**src/rtl/uart_tx_sched.sv**
```systemverilog
`default_nettype none
// ============================================================================
// Module   : uart_tx_sched
// Purpose  : Shares one UART transmitter among N_REQ byte-stream clients.
//            Grants are round-robin per packet, and each grant applies the
//            client's baud and parity settings. An idle gap follows each packet.
// Options  : UART_SCHED_TIMEOUT_EN enables the in-packet stall timeout.
// Revision : 1.0 - initial release
// ============================================================================
module uart_tx_sched #(
    parameter int          N_REQ          = 4,
    parameter int          GAP_CYCLES     = 16,
    parameter int          TIMEOUT_CYCLES = 1024,
    parameter logic [12:0] BAUD_RST       = 13'd5208,
    localparam int         GW             = $clog2(N_REQ)
) (
    input  logic                 clk,
    input  logic                 rst,
    input  logic [N_REQ-1:0]     req_valid,
    input  logic [8*N_REQ-1:0]   req_data,
    input  logic [N_REQ-1:0]     req_last,
    output logic [N_REQ-1:0]     req_ready,
    input  logic [13*N_REQ-1:0]  cfg_baud,
    input  logic [N_REQ-1:0]     cfg_parity_en,
    output logic                 uart_tx_valid,
    output logic [7:0]           uart_tx_data,
    input  logic                 uart_tx_busy,
    output logic [12:0]          uart_baud_rate,
    output logic                 uart_parity_en,
    output logic [GW-1:0]        grant_id,
    output logic                 active,
    output logic                 timeout_err
);

    localparam int               c_gap_w    = (GAP_CYCLES > 1) ? $clog2(GAP_CYCLES) : 1;
    localparam logic [c_gap_w-1:0] c_gap_last = c_gap_w'(GAP_CYCLES - 1);

    if (N_REQ < 2 || N_REQ > 8) begin : g_chk_n_req
        $error("uart_tx_sched: N_REQ must be in 2..8");
    end
    if (GAP_CYCLES < 1) begin : g_chk_gap
        $error("uart_tx_sched: GAP_CYCLES must be at least 1");
    end
    if (TIMEOUT_CYCLES < 1) begin : g_chk_timeout
        $error("uart_tx_sched: TIMEOUT_CYCLES must be at least 1");
    end

    typedef enum logic [2:0] {
        S_IDLE    = 3'd0,
        S_CONFIG  = 3'd1,
        S_SEND    = 3'd2,
        S_WAIT_TX = 3'd3,
        S_GAP     = 3'd4
    } state_t;

    state_t               r_state;
    logic [GW-1:0]        r_rr_ptr;
    logic [GW-1:0]        r_grant;
    logic [7:0]           r_tx_data;
    logic                 r_last;
    logic [12:0]          r_baud;
    logic                 r_parity;
    logic [c_gap_w-1:0]   r_gap_cnt;

`ifdef UART_SCHED_TIMEOUT_EN
    localparam int               c_to_w    = (TIMEOUT_CYCLES > 1) ? $clog2(TIMEOUT_CYCLES) : 1;
    localparam logic [c_to_w-1:0] c_to_last = c_to_w'(TIMEOUT_CYCLES - 1);
    logic [c_to_w-1:0]    r_to_cnt;
    logic                 r_timeout_err;
`endif

    logic                 w_any_req;
    logic [GW-1:0]        w_pick;
    logic                 w_sel_valid;
    logic [7:0]           w_sel_data;
    logic                 w_sel_last;
    logic [12:0]          w_sel_baud;
    logic                 w_sel_parity;
    logic [N_REQ-1:0]     w_ready;

    // Round-robin search starting just above the last grant, wrapping modulo N_REQ.
    always_comb begin
        int            v_idx;
        logic [GW-1:0] v_sel;
        logic          v_found;
        v_idx     = 0;
        v_sel     = '0;
        v_found   = 1'b0;
        w_pick    = '0;
        w_any_req = |req_valid;
        for (int i = 1; i <= N_REQ; i++) begin
            v_idx = (int'(r_rr_ptr) + i) % N_REQ;
            v_sel = GW'(v_idx);
            if (!v_found && req_valid[v_sel]) begin
                v_found = 1'b1;
                w_pick  = v_sel;
            end
        end
    end

    always_comb begin
        w_sel_valid  = 1'b0;
        w_sel_data   = 8'h00;
        w_sel_last   = 1'b0;
        w_sel_baud   = BAUD_RST;
        w_sel_parity = 1'b0;
        w_ready      = '0;
        for (int i = 0; i < N_REQ; i++) begin
            if (r_grant == GW'(i)) begin
                w_sel_valid  = req_valid[i];
                w_sel_data   = req_data[i*8 +: 8];
                w_sel_last   = req_last[i];
                w_sel_baud   = cfg_baud[i*13 +: 13];
                w_sel_parity = cfg_parity_en[i];
                w_ready[i]   = (r_state == S_SEND);
            end
        end
    end

    always_ff @(posedge clk or posedge rst) begin
        if (rst) begin
            r_state   <= S_IDLE;
            r_rr_ptr  <= GW'(N_REQ - 1);
            r_grant   <= '0;
            r_tx_data <= 8'h00;
            r_last    <= 1'b0;
            r_baud    <= BAUD_RST;
            r_parity  <= 1'b0;
            r_gap_cnt <= '0;
`ifdef UART_SCHED_TIMEOUT_EN
            r_to_cnt      <= '0;
            r_timeout_err <= 1'b0;
`endif
        end else begin
`ifdef UART_SCHED_TIMEOUT_EN
            r_timeout_err <= 1'b0;
            if (r_state != S_SEND) begin
                r_to_cnt <= '0;
            end
`endif
            case (r_state)
                S_IDLE: begin
                    if (w_any_req) begin
                        r_grant  <= w_pick;
                        r_rr_ptr <= w_pick;
                        r_state  <= S_CONFIG;
                    end
                end
                // Line settings only move here, so a packet never sees a config change.
                S_CONFIG: begin
                    if (!uart_tx_busy) begin
                        r_baud   <= w_sel_baud;
                        r_parity <= w_sel_parity;
                        r_state  <= S_SEND;
                    end
                end
                S_SEND: begin
                    if (w_sel_valid) begin
                        r_tx_data <= w_sel_data;
                        r_last    <= w_sel_last;
                        r_state   <= S_WAIT_TX;
                    end
`ifdef UART_SCHED_TIMEOUT_EN
                    else if (r_to_cnt == c_to_last) begin
                        r_timeout_err <= 1'b1;
                        r_gap_cnt     <= '0;
                        r_state       <= S_GAP;
                    end else begin
                        r_to_cnt <= r_to_cnt + 1'b1;
                    end
`endif
                end
                S_WAIT_TX: begin
                    if (!uart_tx_busy) begin
                        if (r_last) begin
                            r_gap_cnt <= '0;
                            r_state   <= S_GAP;
                        end else begin
                            r_state   <= S_SEND;
                        end
                    end
                end
                S_GAP: begin
                    if (r_gap_cnt == c_gap_last) begin
                        r_state <= S_IDLE;
                    end else begin
                        r_gap_cnt <= r_gap_cnt + 1'b1;
                    end
                end
                default: r_state <= S_IDLE;
            endcase
        end
    end

    assign req_ready      = w_ready;
    assign uart_tx_valid  = (r_state == S_WAIT_TX);
    assign uart_tx_data   = r_tx_data;
    assign uart_baud_rate = r_baud;
    assign uart_parity_en = r_parity;
    assign grant_id       = r_grant;
    assign active         = (r_state != S_IDLE);
`ifdef UART_SCHED_TIMEOUT_EN
    assign timeout_err    = r_timeout_err;
`else
    assign timeout_err    = 1'b0;
`endif

endmodule
`default_nettype wire

```
**config.mk**
```make
export PLATFORM = sky130hd
export DESIGN_NAME = uart_tx_sched
export DESIGN_NICKNAME = d
export VERILOG_FILES = /design/src/rtl/uart_tx_sched.sv
export SDC_FILE = /design/constraint.sdc
export NUM_CORES = 1
export LEC_CHECK = 0
export BUFFER_PORTS_ARGS = -buffer_cell sky130_fd_sc_hd__buf_2
export CAP_MARGIN = 20
export CORE_MARGIN = 5
export CORE_UTILIZATION = 45
export DETAILED_ROUTE_END_ITERATION = 10
export PLACE_DENSITY = 0.9
export SLEW_MARGIN = 20
export SYNTH_ARGS = -nofsm -noshare
export SYNTH_HDL_FRONTEND = slang
export SYNTH_SLANG_ARGS = --single-unit
```
**constraint.sdc**
```tcl
create_clock -name clk -period 2.3 [get_ports clk]
set_input_delay 0.46 -clock clk [delete_from_list [all_inputs] [get_ports clk]]
set_output_delay 0.46 -clock clk [all_outputs]
set_load 0.01 [all_outputs]
```
# Word-level counts from Yosys, hierarchy flattened
# Index checks and enable logic that the tools add are counted.
[word_totals]
regBits = 34
latch_bits = 0
ramBits = 0
romBits = 0
in_bits = 99
output_inout_bits = 31
elab_cells = 99
memories = 0
[op_classes]
addsub = 5
mul = 0
div = 0
order_cmp = 4
n_eq_ne = 15
shifts = 0
mux = 50
bitwise = 1
n_reduce_logical = 16
[op_table]
columns = ["cell", "count"]
rows = [
  ["two-way mux 13 bit", 4],
  ["two-way mux 8 bit", 4],
  ["two-way mux 1 bit", 23],
  ["two-way mux 3 bit", 6],
  ["one-hot mux 3 bit (5 select lines)", 1],
  ["less-than comparator 2 x 3 -> 1 bit, second input constant", 4],
  ["two-way mux 4 bit", 3],
  ["!= test 2 bit, second input constant", 6],
  ["binary-select mux 1 bit (select 2 bit)", 4],
  ["two-way mux 2 bit", 4],
  ["one-hot mux 4 bit (2 select lines)", 1],
  ["== test 3 x 2 -> 1 bit, second input constant", 2],
  ["AND reduction 2 bit", 3],
  ["AND reduction 5 bit", 1],
  ["adder 2 x 1 -> 2 bit, second input constant", 2],
  ["adder 2 bit, second input constant", 2],
  ["adder 4 x 1 -> 4 bit, second input constant", 1],
  ["== test 2 bit, second input constant", 2],
  ["== test 4 bit, second input constant", 1],
  ["AND reduction 4 bit", 1],
  ["OR reduction 4 bit", 1],
  ["== test 3 x 1 -> 1 bit, second input constant", 1],
  ["== test 3 bit, second input constant", 1],
  ["logical AND 1 bit", 3],
  ["other kinds (8)", 10],
]

# Depth between registers and ports, before layout
[depth]
word_depth = 13
ltp_mapped = 5
depth_no_buf = 4

# Worst setup path after synthesis
# OpenSTA, ideal clock, no wires.
[synth_path]
path_kind = "reg-to-reg"
from = "reg r_grant[1] (netlist: grant_id[1])"
to = "reg r_last"
setup_time_ps = 125
arrival_time_ps = 1471
required_ps = 2175
setup_slack_ps = 704
stages_incl_launch_ff = 4
path_buffers = 0
cell_sequence = "dfrtp_1 mux4_2 nand3_2 mux2_2"
[synth_via]
elab_chain_len = 6
[synth_rtl]
columns = ["item", "line", "source"]
rows = [
  ["start: declaration", "58", "logic [GW-1:0] r_grant;"],
  ["start signal: assignment", "144", "r_grant <= w_pick;"],
  ["logical NOT 2 bit", "109", "if (r_grant == GW'(i)) begin"],
  ["two-way mux 1 bit (4 in series)", "109", ""],
  ["AND reduction 2 bit (no line)", "--", ""],
  ["end signal: assignment", "160", "r_last <= w_sel_last;"],
  ["end: declaration", "60", "logic r_last;"],
]
# Parallel ways exist; a longest one is shown, timed or not.
# A chain may end at the register's enable or synchronous reset.

# Worst setup path in the final report
[layout_path]
from = "reg r_state[0]"
to = "out req_ready[1]"
[layout_via]
elab_chain_len = 2
[layout_rtl]
columns = ["item", "line", "source"]
rows = [
  ["start: declaration", "56", "state_t r_state;"],
  ["start signal: assignment", "122", "r_state <= S_IDLE;"],
  ["start signal: assignment", "146", "r_state <= S_CONFIG;"],
  ["start signal: assignment", "154", "r_state <= S_SEND;"],
  ["== test 3 x 2 -> 1 bit", "115", "w_ready[i] = (r_state == S_SEND);"],
  ["two-way mux 1 bit", "109", ""],
  ["end: declaration", "22", "output logic [N_REQ-1:0] req_ready,"],
]
# Every way passes these cells.

==> impl_metrics.prom <==
# TYPE chip_impl_metric gauge
chip_impl_metric{name="half_perimeter_wire_length_after_placement",unit="um"} 4820
chip_impl_metric{name="grt_antenna_before_repair",unit=""} 0
chip_impl_metric{name="antenna_cells_inserted",unit=""} 0
chip_impl_metric{name="met2_length",unit="um"} 3260
chip_impl_metric{name="syn2layout_area_growth",unit="%"} 35.2
chip_impl_metric{name="floorplan.die.height",unit="um"} 79.4
chip_impl_metric{name="postRouteWirelength",unit="um"} 5940
chip_impl_info{name="rsz0062_at_grt",value="no"} 1
chip_impl_metric{name="timing.clock.skew",unit="ns"} 0.00604
chip_impl_metric{name="wl_per_cell",unit="um"} 17.5
chip_impl_metric{name="routabilityCongestion",unit=""} 0.787
chip_impl_metric{name="pin_count",unit=""} 130
chip_impl_metric{name="portBuffers",unit=""} 128
chip_impl_info{name="main_synth_ff_type",value="sky130_fd_sc_hd__dfrtp_1"} 1
chip_impl_metric{name="std_cell_rows",unit=""} 25
chip_impl_metric{name="yosysUniqueCellTypes",unit=""} 43
chip_impl_metric{name="drive_above_1_share",unit="%"} 69.6
chip_impl_metric{name="leakage_component_of_the_power",unit="nW"} 1.38
chip_impl_metric{name="slew_viol_final",unit=""} 0
chip_impl_info{name="worst-setup-path-type",value="reg2out"} 1
chip_impl_info{name="synth.top_cells.by_area",value="sky130_fd_sc_hd__dfrtp_1, sky130_fd_sc_hd__mux4_2, sky130_fd_sc_hd__mux2_2, sky130_fd_sc_hd__dfstp_2, sky130_fd_sc_hd__mux4_1"} 1
chip_impl_metric{name="report.final.setup_viol",unit=""} 0
chip_impl_metric{name="max_clock_freq",unit="MHz"} 496
chip_impl_metric{name="detailroute.via_count",unit=""} 1870
chip_impl_metric{name="routedLengthMet1",unit="um"} 2130
chip_impl_metric{name="fp.dieW",unit="um"} 79.4
chip_impl_metric{name="finish.net_count",unit=""} 385
chip_impl_metric{name="cp_data_arrival_time",unit="ns"} 1.55
chip_impl_metric{name="cts_hold_buffers",unit=""} 0
chip_impl_metric{name="cts.sinks",unit=""} 34
chip_impl_metric{name="fin_setup_tns",unit="ns"} 0
chip_impl_metric{name="max_cap_viol_count",unit=""} 0
chip_impl_metric{name="groute.usage.overall",unit="%"} 18.4
chip_impl_metric{name="synth_cells",unit=""} 155
chip_impl_metric{name="design.die.area",unit="um2"} 6300
chip_impl_metric{name="finalCoreUtilization",unit="%"} 62.4
chip_impl_metric{name="cts-resized-gates",unit=""} 0
chip_impl_metric{name="relSlewSlack",unit="%"} 55.4
chip_impl_metric{name="vdd_drop_max",unit="mV"} 0.633
chip_impl_metric{name="required_time_of_the_critical_path",unit="ns"} 1.84
chip_impl_metric{name="synth_nets",unit=""} 255
chip_impl_metric{name="period_share",unit="%"} 87.6
chip_impl_metric{name="clock_insertion_delay_worst_skew",unit="ns"} 0.28
chip_impl_info{name="routed.top_layer",value="met4"} 1
chip_impl_metric{name="cts_made_buffers",unit=""} 5
chip_impl_metric{name="area_of_the_mapped_netlist",unit="um2"} 2160
chip_impl_info{name="hold_class",value="in2async"} 1
chip_impl_metric{name="number_of_enable_type_register_cells_in_the_synthesized_netlist",unit=""} 0
chip_impl_info{name="synthDominantAreaCellType",value="sky130_fd_sc_hd__dfrtp_1"} 1
chip_impl_metric{name="tightest_slew",unit="ns"} 0.667
chip_impl_metric{name="starting_density_of_the_core",unit="%"} 46.1
chip_impl_metric{name="synth_seq_cells",unit=""} 34
chip_impl_metric{name="avgViaCountPerCell",unit=""} 5.50
chip_impl_metric{name="clkTransAtPathRegs",unit="ns"} 0.07
chip_impl_metric{name="synth_sequential_area_ratio",unit="%"} 39.7
chip_impl_metric{name="grt_pass1_wl",unit="um"} 8890
chip_impl_metric{name="maximum_number_of_pins_on_one_net_before_global_route_repair",unit=""} 35
chip_impl_metric{name="synth_top_cell_area_share",unit="%"} 31.2
chip_impl_metric{name="postCtsSetupBuffers",unit=""} 0
chip_impl_metric{name="timing.critical_path.fanout_max",unit=""} 7
chip_impl_info{name="setup.worst_path.start_class",value="register"} 1
chip_impl_metric{name="ant_nets",unit=""} 0
chip_impl_metric{name="max_h_tree_level",unit=""} 2
chip_impl_info{name="critical_path.endpoint_type",value="output port"} 1
chip_impl_metric{name="ys_async_sr_fraction",unit="%"} 100
chip_impl_metric{name="grt_pass1_vias",unit=""} 1904
chip_impl_info{name="cts_root_buf",value="sky130_fd_sc_hd__clkbuf_8"} 1
chip_impl_info{name="run_status",value="completed"} 1
chip_impl_metric{name="route.met3.wl",unit="um"} 428
chip_impl_metric{name="finalHoldViolCount",unit=""} 0
chip_impl_metric{name="power_per_standard_cell_area",unit="nW/um2"} 1190
chip_impl_info{name="clock_tree_from_tritoncts",value="yes"} 1
chip_impl_metric{name="total_gr_overflow",unit=""} 0
chip_impl_metric{name="core_area",unit="um2"} 4690
chip_impl_metric{name="drcViolationCount",unit=""} 0
chip_impl_metric{name="dr.pass1.iters",unit=""} 4
chip_impl_metric{name="final_period_minus_worst_setup_slack",unit="ns"} 2.01
chip_impl_metric{name="synth_warnings",unit=""} 0
chip_impl_metric{name="first_iter_violations",unit=""} 54
chip_impl_metric{name="syn-mean-instance-area",unit="um2"} 14.0
chip_impl_metric{name="cts.path.max_buffers",unit=""} 2
==> synthesized netlist by cell type, types with 2 or more instances <==
cell	number
sky130_fd_sc_hd__dfrtp_1	27
sky130_fd_sc_hd__mux2_2	23
sky130_fd_sc_hd__mux4_2	21
sky130_fd_sc_hd__dfstp_2	7
sky130_fd_sc_hd__inv_1	6
sky130_fd_sc_hd__o21ai_0	6
sky130_fd_sc_hd__nor3_1	5
sky130_fd_sc_hd__nand3_1	4
sky130_fd_sc_hd__nor2b_1	4
sky130_fd_sc_hd__nor3b_1	4
sky130_fd_sc_hd__a21oi_1	3
sky130_fd_sc_hd__buf_6	3
sky130_fd_sc_hd__mux4_1	3
sky130_fd_sc_hd__nand2_1	3
sky130_fd_sc_hd__a31oi_1	2
sky130_fd_sc_hd__and3_1	2
sky130_fd_sc_hd__buf_1	2
sky130_fd_sc_hd__buf_4	2
sky130_fd_sc_hd__nor2_1	2
sky130_fd_sc_hd__o2bb2ai_1	2
sky130_fd_sc_hd__o32ai_1	2
==> worst max-delay path, cell delays in order, from the launching register on <==
cell and delay [ns]:
sky130_fd_sc_hd__dfrtp_1 0.45, sky130_fd_sc_hd__nor2_1 0.30, sky130_fd_sc_hd__nand2_1 0.14, sky130_fd_sc_hd__nor3b_1 0.22, sky130_fd_sc_hd__buf_2 0.16
==> flip-flops by register name (all words and copies together) (netlist names) <==
| register | cells |
|---|---|
| grant_id | 2 |
| r_gap_cnt | 4 |
| r_last | 1 |
| r_rr_ptr | 2 |
| r_state | 3 |
| uart_baud_rate | 13 |
| uart_parity_en | 1 |
| uart_tx_data | 8 |
==> power by group <==
part	internal (mW)	switching [mW]	leakage [nW]
logic	1.02	0.864	0.934
clock network	0.240	0.216	0.0472
registers	0.942	0.211	0.400
==> layout by cell type, fill, tap and decap left out, types with 3 or more instances in the layout <==
cell type,netlist,final
sky130_fd_sc_hd__nor3b_1,4,4
sky130_fd_sc_hd__buf_2,1,128
sky130_fd_sc_hd__dfstp_2,7,7
sky130_fd_sc_hd__nand2_1,3,3
sky130_fd_sc_hd__nor2b_1,4,4
sky130_fd_sc_hd__dfrtp_1,27,26
sky130_fd_sc_hd__nor3_1,5,5
sky130_fd_sc_hd__nand3_1,4,4
sky130_fd_sc_hd__mux2_2,23,23
sky130_fd_sc_hd__mux4_1,3,3
sky130_fd_sc_hd__o21ai_0,6,6
sky130_fd_sc_hd__a21oi_1,3,3
sky130_fd_sc_hd__buf_4,2,5
sky130_fd_sc_hd__inv_1,6,6
sky130_fd_sc_hd__mux4_2,21,21
sky130_fd_sc_hd__clkbuf_8,0,6
==> cell type report <==
class / instances / area (um2)
Clock buffer: 6 / 82.6
Clock inverter: 2 / 12.5
Tap cell: 54 / 67.6
Inverter: 6 / 22.5
Fill cell: 400 / 1770
Multi-Input combinational cell: 105 / 1200
Sequential cell: 34 / 861
Timing Repair Buffer: 133 / 678
==> final timing paths <==
check / slack (ns) / depth (start not counted) / endpoint / startpoint
worst min-delay path: 0.25 / 3 / uart_baud_rate[5] / rst
max in group asynchronous: 1.70 / 3 / r_rr_ptr[1] / rst
worst min register to register: 0.50 / 1 / uart_tx_data[6] / uart_tx_data[6]
min in group clk: 0.50 / 1 / uart_tx_data[6] / uart_tx_data[6]
worst max register to register: 0.51 / 3 / uart_baud_rate[7] / r_state[2]
worst max-delay path: 0.29 / 4 / req_ready[1] / r_state[0]
==> per-stage QoR <==
step	worst slack [ns]	total power [mW]	instance area, um2	hold WS, ns	std cells
floorplan	0.704	2.52	2160	0.476	155
global placement	0.555	2.98	2830	0.484	332
detailed placement	0.499	3.08	2830	0.488	332
CTS	0.274	3.54	2930	0.266	340
global route	0.224	3.73	2930	0.306	340
finish	0.286	3.49	2930	0.255	340
==> kinds of logic (layout without fill, tap and decap cells) <==
family,count (synthesis),after routing,share of synthesized area (%)
AOI/OAI and AO/OA,22,22,6.94
other,1,1,0.173
and+or+nand+nor,32,32,9.54
muxes,48,48,37.9
buffers and inverters,16,147,4.74
xor gates and xnor gates,1,1,0.405
DFF,34,34,39.7
adders and majority gates,1,1,0.578
==> routing by layer <==
metal	global-route usage [%]	up-vias
li1	-	876
met5	0	-
met2	34.4	72
met1	20.0	909
met3	4.54	13
met4	6.70	0
No activity file was read; power rests on OpenSTA's default activity.
